<file path="src/rtl/distortion_pkg.sv">
`default_nettype none
// ============================================================================
// Module      : distortion_pkg
// Description : Shared types and constants for the stereo distortion
//               controller: FSM state encoding, unity gain and the default
//               clip threshold (0.75 of full scale).
// Ports       : none (package)
// Revision    : 1.0 - initial release
// ============================================================================
package distortion_pkg;

    typedef enum logic [1:0] {
        IDLE   = 2'd0,
        PROC_L = 2'd1,
        PROC_R = 2'd2,
        HOLD   = 2'd3
    } state_t;

    // Gain is Q3.5, so 32 is a gain of exactly 1.0.
    localparam int c_unity_gain        = 32;
    localparam int c_default_threshold = 24576;

endpackage : distortion_pkg
`default_nettype wire

</file>
<file path="src/rtl/distortion_if.sv">
`default_nettype none
// ============================================================================
// Module      : distortion_if
// Description : Stereo sample stream interface. It carries one input frame
//               per valid/ready handshake and one output frame back.
// Ports       : left_in/right_in/in_valid/in_ready   - input frame channel
//               left_out/right_out/out_valid/out_ready - output frame channel
//               master : the side that supplies frames and takes results
//               slave  : the processing side (distortion_ctrl)
// Revision    : 1.0 - initial release
// ============================================================================
interface distortion_if #(
    parameter int W = 16
) ();
    logic [W-1:0] left_in;
    logic [W-1:0] right_in;
    logic         in_valid;
    logic         in_ready;
    logic [W-1:0] left_out;
    logic [W-1:0] right_out;
    logic         out_valid;
    logic         out_ready;

    modport master (
        output left_in, right_in, in_valid, out_ready,
        input  in_ready, left_out, right_out, out_valid
    );

    modport slave (
        input  left_in, right_in, in_valid, out_ready,
        output in_ready, left_out, right_out, out_valid
    );
endinterface : distortion_if
`default_nettype wire

</file>
<file path="src/rtl/distortion_core.sv">
`default_nettype none
// ============================================================================
// Module      : distortion_core
// Description : Combinational gain + hard-clip unit, shared by both channels.
//               result = clamp((sample * gain) >>> GAIN_FRAC,
//                              -threshold, +threshold)
// Ports       : i_sample    - signed input sample
//               i_gain      - unsigned gain, GAIN_FRAC fractional bits
//               i_threshold - positive clip level
//               o_result    - scaled and clamped sample
//               o_clip      - high when the result was clamped
// Revision    : 1.0 - initial release
// ============================================================================
module distortion_core #(
    parameter int W         = 16,
    parameter int GAIN_W    = 8,
    parameter int GAIN_FRAC = 5
) (
    input  logic [W-1:0]      i_sample,
    input  logic [GAIN_W-1:0] i_gain,
    input  logic [W-2:0]      i_threshold,
    output logic [W-1:0]      o_result,
    output logic              o_clip
);
    localparam int c_pw = W + GAIN_W + 1;

    logic signed [c_pw-1:0] w_sample_x;
    logic signed [c_pw-1:0] w_gain_x;
    logic signed [c_pw-1:0] w_prod;
    logic signed [c_pw-1:0] w_scaled;
    logic signed [c_pw-1:0] w_pos_lim;
    logic signed [c_pw-1:0] w_neg_lim;

    // Both operands are brought to full product width first so the multiply
    // is exact; the gain is zero-extended so it is always treated as positive.
    assign w_sample_x = {{(GAIN_W+1){i_sample[W-1]}}, i_sample};
    assign w_gain_x   = {{W{1'b0}}, i_gain};
    assign w_prod     = w_sample_x * w_gain_x;
    // Arithmetic shift: rounds toward minus infinity for negative products.
    assign w_scaled   = w_prod >>> GAIN_FRAC;
    assign w_pos_lim  = {{(GAIN_W+2){1'b0}}, i_threshold};
    assign w_neg_lim  = -w_pos_lim;

    always_comb begin
        o_result = w_scaled[W-1:0];
        o_clip   = 1'b0;
        if (w_scaled > w_pos_lim) begin
            o_result = w_pos_lim[W-1:0];
            o_clip   = 1'b1;
        end else if (w_scaled < w_neg_lim) begin
            o_result = w_neg_lim[W-1:0];
            o_clip   = 1'b1;
        end
    end
endmodule : distortion_core
`default_nettype wire

</file>
<file path="src/rtl/distortion_ctrl.sv">
`default_nettype none
// ============================================================================
// Module      : distortion_ctrl
// Description : Sequencing controller for the stereo distortion datapath.
//               Accepts one frame, runs left then right through a single
//               gain/clip unit, holds the result until taken downstream.
//               The applied gain ramps toward gain_target by at most
//               RAMP_STEP per accepted frame; clamped samples are counted.
// Ports       : clk, reset          - clock, synchronous active-high reset
//               bus (slave)         - stereo frame in/out handshake
//               gain_target         - requested gain (Q3.5)
//               threshold           - positive clip level
//               bypass              - pass samples through unmodified
//               clip_clear          - zero the clip counter
//               clip_count          - saturating count of clamped samples
//               cur_gain            - gain applied to the latest frame
// Revision    : 1.0 - initial release
// ============================================================================
module distortion_ctrl
    import distortion_pkg::*;
#(
    parameter int W          = 16,
    parameter int GAIN_W     = 8,
    parameter int GAIN_FRAC  = 5,
    parameter int GAIN_RESET = c_unity_gain,
    parameter int RAMP_STEP  = 1
) (
    input  logic              clk,
    input  logic              reset,
    distortion_if.slave       bus,
    input  logic [GAIN_W-1:0] gain_target,
    input  logic [W-2:0]      threshold,
    input  logic              bypass,
    input  logic              clip_clear,
    output logic [15:0]       clip_count,
    output logic [GAIN_W-1:0] cur_gain
);
    localparam logic [GAIN_W-1:0] c_step = GAIN_W'(RAMP_STEP);

    state_t            r_state;
    logic              r_in_ready;
    logic              r_out_valid;
    logic [W-1:0]      r_left;
    logic [W-1:0]      r_right;
    logic [W-2:0]      r_thr;
    logic              r_bypass;
    logic [W-1:0]      r_left_out;
    logic [W-1:0]      r_right_out;
    logic [GAIN_W-1:0] r_gain;
    logic [15:0]       r_clip_count;

    logic [GAIN_W-1:0] w_diff;
    logic [GAIN_W-1:0] w_gain_next;
    logic [W-1:0]      w_core_sample;
    logic [W-1:0]      w_core_result;
    logic              w_core_clip;
    logic [W-1:0]      w_chan_out;
    logic              w_clip_event;

    // Gain ramp: move toward the target, never overshooting it.
    always_comb begin
        w_diff      = '0;
        w_gain_next = r_gain;
        if (gain_target > r_gain) begin
            w_diff      = gain_target - r_gain;
            w_gain_next = r_gain + ((w_diff < c_step) ? w_diff : c_step);
        end else if (gain_target < r_gain) begin
            w_diff      = r_gain - gain_target;
            w_gain_next = r_gain - ((w_diff < c_step) ? w_diff : c_step);
        end
    end

    assign w_core_sample = (r_state == PROC_L) ? r_left : r_right;

    distortion_core #(
        .W         (W),
        .GAIN_W    (GAIN_W),
        .GAIN_FRAC (GAIN_FRAC)
    ) u_core (
        .i_sample    (w_core_sample),
        .i_gain      (r_gain),
        .i_threshold (r_thr),
        .o_result    (w_core_result),
        .o_clip      (w_core_clip)
    );

    // Bypass keeps the same pipeline timing, only the result source changes.
    assign w_chan_out   = r_bypass ? w_core_sample : w_core_result;
    assign w_clip_event = ((r_state == PROC_L) || (r_state == PROC_R)) &&
                          w_core_clip && !r_bypass;

    always_ff @(posedge clk) begin
        if (reset) begin
            r_state      <= IDLE;
            r_in_ready   <= 1'b1;
            r_out_valid  <= 1'b0;
            r_left       <= '0;
            r_right      <= '0;
            r_thr        <= '0;
            r_bypass     <= 1'b0;
            r_left_out   <= '0;
            r_right_out  <= '0;
            r_gain       <= GAIN_W'(GAIN_RESET);
            r_clip_count <= '0;
        end else begin
            // Clear wins over a simultaneous clip.
            if (clip_clear) begin
                r_clip_count <= '0;
            end else if (w_clip_event && (r_clip_count != 16'hFFFF)) begin
                r_clip_count <= r_clip_count + 16'd1;
            end

            case (r_state)
                IDLE: begin
                    if (bus.in_valid) begin
                        r_left     <= bus.left_in;
                        r_right    <= bus.right_in;
                        r_thr      <= threshold;
                        r_bypass   <= bypass;
                        r_gain     <= w_gain_next;
                        r_in_ready <= 1'b0;
                        r_state    <= PROC_L;
                    end
                end
                PROC_L: begin
                    r_left_out <= w_chan_out;
                    r_state    <= PROC_R;
                end
                PROC_R: begin
                    r_right_out <= w_chan_out;
                    r_out_valid <= 1'b1;
                    r_state     <= HOLD;
                end
                HOLD: begin
                    if (bus.out_ready) begin
                        r_out_valid <= 1'b0;
                        r_in_ready  <= 1'b1;
                        r_state     <= IDLE;
                    end
                end
                default: begin
                    r_state <= IDLE;
                end
            endcase
        end
    end

    assign bus.in_ready  = r_in_ready;
    assign bus.out_valid = r_out_valid;
    assign bus.left_out  = r_left_out;
    assign bus.right_out = r_right_out;
    assign clip_count    = r_clip_count;
    assign cur_gain      = r_gain;
endmodule : distortion_ctrl
`default_nettype wire

</file>
<file path="src/flat_wrapper.sv">
// flat-port wrapper written by rule: the top's interface ports become plain ports
module distortion_ctrl_flat import distortion_pkg::*;
#(
    parameter int W          = 16,
    parameter int GAIN_W     = 8,
    parameter int GAIN_FRAC  = 5,
    parameter int GAIN_RESET = c_unity_gain,
    parameter int RAMP_STEP  = 1
)
  (clk, reset, gain_target, threshold, bypass, clip_clear, clip_count, cur_gain, bus_left_in, bus_right_in, bus_in_valid, bus_out_ready, bus_in_ready, bus_left_out, bus_right_out, bus_out_valid);
  distortion_if #(.W(W)) bus_i ();
  input  logic clk;
  input  logic reset;
  input  logic [GAIN_W-1:0] gain_target;
  input  logic [W-2:0] threshold;
  input  logic bypass;
  input  logic clip_clear;
  output logic [15:0] clip_count;
  output logic [GAIN_W-1:0] cur_gain;
  input wire logic [$bits(bus_i.left_in)-1:0] bus_left_in;
  input wire logic [$bits(bus_i.right_in)-1:0] bus_right_in;
  input wire logic [$bits(bus_i.in_valid)-1:0] bus_in_valid;
  input wire logic [$bits(bus_i.out_ready)-1:0] bus_out_ready;
  output wire logic [$bits(bus_i.in_ready)-1:0] bus_in_ready;
  output wire logic [$bits(bus_i.left_out)-1:0] bus_left_out;
  output wire logic [$bits(bus_i.right_out)-1:0] bus_right_out;
  output wire logic [$bits(bus_i.out_valid)-1:0] bus_out_valid;
  assign bus_i.left_in = bus_left_in;
  assign bus_i.right_in = bus_right_in;
  assign bus_i.in_valid = bus_in_valid;
  assign bus_i.out_ready = bus_out_ready;
  assign bus_in_ready = bus_i.in_ready;
  assign bus_left_out = bus_i.left_out;
  assign bus_right_out = bus_i.right_out;
  assign bus_out_valid = bus_i.out_valid;
  distortion_ctrl #(.W(W), .GAIN_W(GAIN_W), .GAIN_FRAC(GAIN_FRAC), .GAIN_RESET(GAIN_RESET), .RAMP_STEP(RAMP_STEP)) u_core (.clk(clk), .reset(reset), .bus(bus_i), .gain_target(gain_target), .threshold(threshold), .bypass(bypass), .clip_clear(clip_clear), .clip_count(clip_count), .cur_gain(cur_gain));
endmodule
</file>
<file path="config.mk">
export PLATFORM = sky130hd
export DESIGN_NAME = distortion_ctrl_flat
export DESIGN_NICKNAME = d
export VERILOG_FILES = /design/src/rtl/distortion_pkg.sv /design/src/rtl/distortion_if.sv /design/src/rtl/distortion_core.sv /design/src/rtl/distortion_ctrl.sv /design/src/flat_wrapper.sv
export SDC_FILE = /design/constraint.sdc
export NUM_CORES = 1
export LEC_CHECK = 0
export CORE_MARGIN = 3
export CORE_UTILIZATION = 47
export DETAILED_ROUTE_END_ITERATION = 8
export GPL_TIMING_DRIVEN = 0
export PLACE_DENSITY_LB_ADDON = 0.12
export SLEW_MARGIN = 40
export SYNTH_ARGS = -nofsm -noshare
export SYNTH_HDL_FRONTEND = slang
export SYNTH_SLANG_ARGS = --single-unit
</file>
<file path="constraint.sdc">
create_clock -name clk -period 15.12 [get_ports clk]
set_input_delay 4.536 -clock clk [delete_from_list [all_inputs] [get_ports clk]]
set_output_delay 4.536 -clock clk [all_outputs]
set_load 0.02 [all_outputs]
</file>
==> impl_metrics.py, run 1 <==
metrics = {
    "layout": {
        "drive_above_1_share_pct": 3.76,
        "finalInstanceArea_mm2": 0.0136,
        "fin_cells": 1921,
        "utilization_pct": 55.9,
        "areaGrowthSynthToFinish_pct": 16.3,
        "diodes": 0,
        "nets": 1866,
    },
    "synthesis": {
        "post-synth-top-area-cell": "dfxtp_1",
        "ys_ff_latch": 108,
        "synth_area_per_cell_um2": 8.02,
        "yosysTopAreaCellShare_pct": 18.4,
        "ys_top_cells_by_area": "dfxtp_1 (18%), fa_1 (18%), ha_1 (12%), inv_1 (7.0%), nand2_1 (6.8%)",
        "netlist_instances": 1463,
        "synthFlopType": "dfxtp_1",
        "synth.distinct_cells": 71,
        "yosysMostFrequentCell": "inv_1",
        "synth-edff-count": 0,
        "synth_nets": 1737,
        "netlist_area_mm2": 0.0117,
        "synthArstFlopShare_pct": 0,
        "yosysSeqAreaShare_pct": 18.4,
        "yosysWarnings": 0,
        "synth_common_cells": "inv_1 (218), nand2_1 (212), dfxtp_1 (108), ha_1 (108), fa_1 (105)",
    },
    "placed_design": {
        "place_inst": 1905,
        "numPortBuffers": 118,
        "place_area_mm2": 0.0133,
        "hpwl_mm": 27.9,
        "gp_congestion": 0.943,
    },
    "detailed_routing": {
        "drt-initial-drc-count": 888,
        "drc": 0,
        "drt-total-wl_mm": 34.4,
        "wl_per_cell_um": 17.9,
        "ant_nets": 0,
        "vias": 10800,
        "first_pass_iters": 6,
        "avgViaCountPerCell": 5.61,
    },
    "worst_setup_path": {
        "worst-setup-path-type": "reg -> reg",
        "start_kind": "flip-flop",
        "cp_slowest_cell": "xnor2_1",
        "path_max_fanout": 10,
        "arrival_ps": 10270,
        "r2r_slack_ps": 5060,
        "cpPeakStageDelay_ps": 670,
        "end_kind": "flip-flop",
        "cp.required_ps": 15330,
    },
    "timing": {
        "worst-slew-pin-transition_ps": 838,
        "max_freq_mhz": 99.4,
        "timing.final.crit_share_pct": 66.5,
        "report.final.slew_viol_count": 0,
        "min_period_ps": 10060,
        "rsz0062_at_grt": "false",
        "setup_tns_ps": 0,
        "finClkSkew_ps": 8.42,
        "setup_viol": 0,
        "max_slew_margin_pct": 43.1,
        "finalHoldViolations": 0,
    },
    "pwr": {
        "power_density_mw_per_mm2": 199,
        "total_power_mw": 2.72,
        "vdd_drop_max_mv": 0.112,
        "power_leakage_nw": 6.18,
    },
    "clocking": {
        "clk_pin_slew_worst_paths_ps": 80,
        "clock-root-buffer": "clkbuf_16",
        "clock_latency_ps": 350,
        "cts_tree": "yes",
        "postCtsHoldBufs": 0,
        "clock_path_buffers": 2,
        "htreeDepth": 3,
        "clkSinkCount": 108,
        "cts_resized": 0,
        "post_cts_buffers": 0,
        "cts_buffers": 9,
    },
    "grt": {
        "grt_overflow": 0,
        "grt_first_pass_wirelength_mm": 54.9,
        "grt_pass1_vias": 10400,
        "antenna_found_initial": 1,
        "grt_use_total_pct": 26.0,
        "grt_max_degree": 19,
    },
    "run_status": {
        "status": "complete, no violations",
    },
    "floorplanning": {
        "die_w_um": 164,
        "rows": 57,
        "ios": 119,
        "dieArea_mm2": 0.0269,
        "die_height_um": 164,
        "initial_utilization_pct": 48.1,
        "coreArea_mm2": 0.0244,
    },
    "run": {
        "cap_violations": 0,
    },
    "worst_hold_path": {
        "hold_class": "reg -> reg",
    },
}
## cells in the final DEF (no fill, tap or decap), types with 9 or more instances in the layout
cell type	count
nor3_1	27
nand2b_1	11
or3_1	9
inv_1	218
clkdlybuf4s50_1	118
a21oi_1	103
ha_1	108
nand4_1	15
dfxtp_1	108
and3_1	16
mux2i_1	13
o31ai_1	11
o21ai_0	32
nor2_1	76
or4_1	12
fa_1	105
a21o_1	21
and2_1	46
clkbuf_16	9
xnor2_1	31
nand3_1	20
o32ai_1	9
mux2_2	22
a31oi_1	9
clkbuf_1	57
o22ai_1	24
xor2_1	17
nand2_1	212
## through the flow
| step | hold WS [ps] | setup slack (ps) |
|---|---|---|
| global route | 485 | 4440 |
| CTS | 457 | 5210 |
| floorplan | 434 | 6960 |
| global placement | 443 | 5150 |
| finish | 454 | 5060 |
| detailed placement | 446 | 5260 |
## worst max-delay path, delay by kind of cell (launching register included)
| kind | cells | cell delay (ps) |
|---|---|---|
| adders and majority gates | 7 | 2990 |
| buffers and inverters | 9 | 2100 |
| AOI/OAI and AO/OA | 6 | 1870 |
| muxes | 3 | 1070 |
| and+or+nand+nor | 6 | 810 |
| xor gates and xnor gates | 1 | 670 |
| DFF | 1 | 350 |
## worst paths after layout
check,startpoint,end,cells past startpoint
max reg2reg,u_core.r_state[1],u_core.bus.left_out[5],32
max,u_core.r_state[1],u_core.bus.left_out[5],32
min,u_core.r_right[7],u_core.r_right[7],2
min reg2reg,u_core.r_right[7],u_core.r_right[7],2
## where the power goes
| part | switching, mW | internal, mW | total, mW |
|---|---|---|---|
| Combinational | 1.27 | 0.765 | 2.04 |
| Clock | 0.113 | 0.135 | 0.247 |
| Sequential | 0.0796 | 0.352 | 0.432 |
## area by class of cell
type	instances	area, um2
fill	2388	10700
multi-input combinational	1067	8490
sequential	108	2160
timing repair buffer	118	1180
inverter	219	822
tap	324	405
buffer	69	280
clock buffer	10	239
clock inverter	6	70.1
## flip-flops by register name, indices dropped and copies added, names as in the netlist
register and cells:
u_core.r_state 2, u_core.r_thr 15, u_core.bus.out_valid 1, u_core.clip_count 16, u_core.bus.in_ready 1, u_core.r_bypass 1, u_core.cur_gain 8, u_core.r_right 16
u_core.r_left 16, u_core.bus.right_out 16, u_core.bus.left_out 16
## kinds of logic after synthesis
group / after synthesis / share of synthesized area (%)
and+or+nand+nor: 471 / 18.8
AOI/OAI and AO/OA: 294 / 16.5
buffers and inverters: 288 / 9.40
adders and majority gates: 213 / 29.4
DFF: 108 / 18.4
xor gates and xnor gates: 48 / 3.58
muxes: 40 / 3.82
other: 1 / 0.0320
## layer usage
metal  GRT usage, %  routed length, um  share of wire (%)
met5              0                  0                  0
met4           6.27                833                2.4
met3           3.43               2330                6.8
met2           41.8              15600                 45
met1           37.2              15600                 45
(Power assumes the default switching activity.)
==> run 2, diff against run 1 <==
Clock period 15.12 ns to 9 ns, I/O delays scaled along.
==> impl_metrics.py, run 2 (synthesis results as in run 1) <==
metrics = {
    "run_status": {
        "status": "complete, no violations",
    },
    "clocking": {
        "clock_path_buffers": 2,
        "clkSinkCount": 108,
        "clock-root-buffer": "clkbuf_16",
        "clk_pin_slew_worst_paths_ps": 80,
        "htreeDepth": 3,
        "clock_latency_ps": 350,
        "cts_buffers": 9,
        "cts_tree": "yes",
    },
    "floorplanning": {
        "die_w_um": 164,
        "coreArea_mm2": 0.0244,
        "rows": 57,
        "dieArea_mm2": 0.0269,
        "ios": 119,
        "die_height_um": 164,
        "initial_utilization_pct": 48.1,
    },
    "layout": {
        "diodes": 0,
        "drive_above_1_share_pct": 4.82,
        "layout_commonest_cell": "inv_1",
        "nets": 1866,
        "fin_cells": 1921,
        "areaGrowthSynthToFinish_pct": 17.4,
        "mostFrequentLayoutCells": "inv_1 (218), nand2_1 (212), clkdlybuf4s50_1 (118)",
    },
    "detailed_routing": {
        "drt-total-wl_mm": 34.6,
        "drt-initial-drc-count": 867,
        "first_pass_iters": 5,
        "vias": 10700,
        "ant_nets": 0,
        "avgViaCountPerCell": 5.59,
        "drc": 0,
        "wl_per_cell_um": 18.0,
    },
    "timing": {
        "report.final.slew_viol_count": 0,
        "max_slew_margin_pct": 48.2,
        "finClkSkew_ps": 9.85,
        "max_freq_mhz": 115,
        "min_period_ps": 8710,
        "setup_tns_ps": 0,
        "timing.final.ws_setup_ps": 289,
        "finalHoldViolations": 0,
        "worst-slew-pin-transition_ps": 762,
        "setup_viol": 0,
        "timing.final.crit_share_pct": 96.8,
        "rsz0062_at_grt": "true",
    },
    "grt": {
        "grt_overflow": 0,
        "grt_max_degree": 19,
        "grt_use_total_pct": 26.0,
        "antenna_found_initial": 1,
        "grt_first_pass_wirelength_mm": 55.0,
        "grt_pass1_vias": 10400,
    },
    "worst_setup_path": {
        "end_kind": "flip-flop",
        "cp_slowest_cell": "fa_1",
        "rr_startpoint": "u_core.r_state[1]",
        "cp.required_ps": 9220,
        "path_max_fanout": 10,
        "r2r_cells": 32,
        "start_kind": "flip-flop",
        "cpPeakStageDelay_ps": 540,
        "worst-setup-path-type": "reg -> reg",
        "crit_buf_inv": 7,
        "arrival_ps": 8930,
        "rr_endpoint": "u_core.bus.left_out[3]",
        "crit_family": "adder cells",
        "worstSetupStartpoint": "u_core.r_state[1]",
        "r2r_slack_ps": 290,
    },
    "run": {
        "cap_violations": 0,
    },
    "worst_hold_path": {
        "hold-path-cell-count": 2,
        "hold_class": "reg -> reg",
        "min_to": "u_core.r_right[7]",
        "min_from": "u_core.r_right[7]",
    },
    "pwr": {
        "power_density_mw_per_mm2": 339,
        "power_leakage_nw": 6.25,
        "vdd_drop_max_mv": 0.186,
    },
    "placed_design": {
        "numPortBuffers": 118,
        "post-place-ws_ps": -863,
        "place_inst": 1905,
        "gp_congestion": 0.943,
        "hpwl_mm": 27.9,
    },
}
run 2: timing repair:
action                                  CTS  global route
endpoints found under the setup margin   48            48
buffers inserted                          0             3
gates resized for setup                   7            29
pin swaps                                 0             1
hold buffers                              0             0
hold endpoints to repair                  0             0
run 2: layout make-up:
| cell class | instances | area, um2 |
|---|---|---|
| clock inverter | 6 | 70.1 |
| clock buffer | 10 | 239 |
| buffer | 66 | 282 |
| tap | 324 | 405 |
| fill | 2381 | 10600 |
| sequential | 108 | 2160 |
| multi-input combinational | 1067 | 8590 |
| timing repair buffer | 121 | 1200 |
| inverter | 219 | 823 |
run 2: worst max path at each step:
stage | cells past startpoint | slack, ps | to
final | 32 | 290 | u_core.bus.left_out[3]
after global routing | 31 | -20 | u_core.bus.right_out[0]
after CTS | 34 | 70 | u_core.bus.left_out[6]
after detailed placement | 32 | -860 | u_core.bus.left_out[5]
after global placement | 30 | -970 | u_core.bus.left_out[5]
after floorplan | 30 | 1030 | u_core.bus.left_out[9]
run 2: stage by stage:
stage	utilization, %	area [um2]	hold slack [ps]	total power [mW]
5_1_grt	56.5	13800	485	5.07
3_3_place_gp	54.6	13300	443	4.06
3_5_place_dp	54.6	13300	446	4.10
4_1_cts	56.0	13700	457	4.55
2_1_floorplan	-	11700	434	3.10
6_report	56.5	13800	455	4.67
run 2: power breakdown:
part	switching, mW	internal (mW)	total [mW]
logic	2.17	1.35	3.52
clock network	0.192	0.226	0.418
registers	0.137	0.592	0.729
total	2.50	2.17	4.67
run 2: per-layer routing:
layer | routed length [um] | vias to the layer above | GRT usage (%)
li1 | - | 5166 | -
met4 | 844 | 0 | 6.15
met2 | 15700 | 350 | 41.9
met1 | 15800 | 5186 | 37.2
met5 | 0 | - | 0
met3 | 2250 | 41 | 3.35
run 2: worst min-delay path, delay by kind of cell (launching register included):
kind	cells	cell delay, ps
AO/OA/AOI/OAI	1	50
AND/OR/NAND/NOR	1	50
flip-flops	1	310
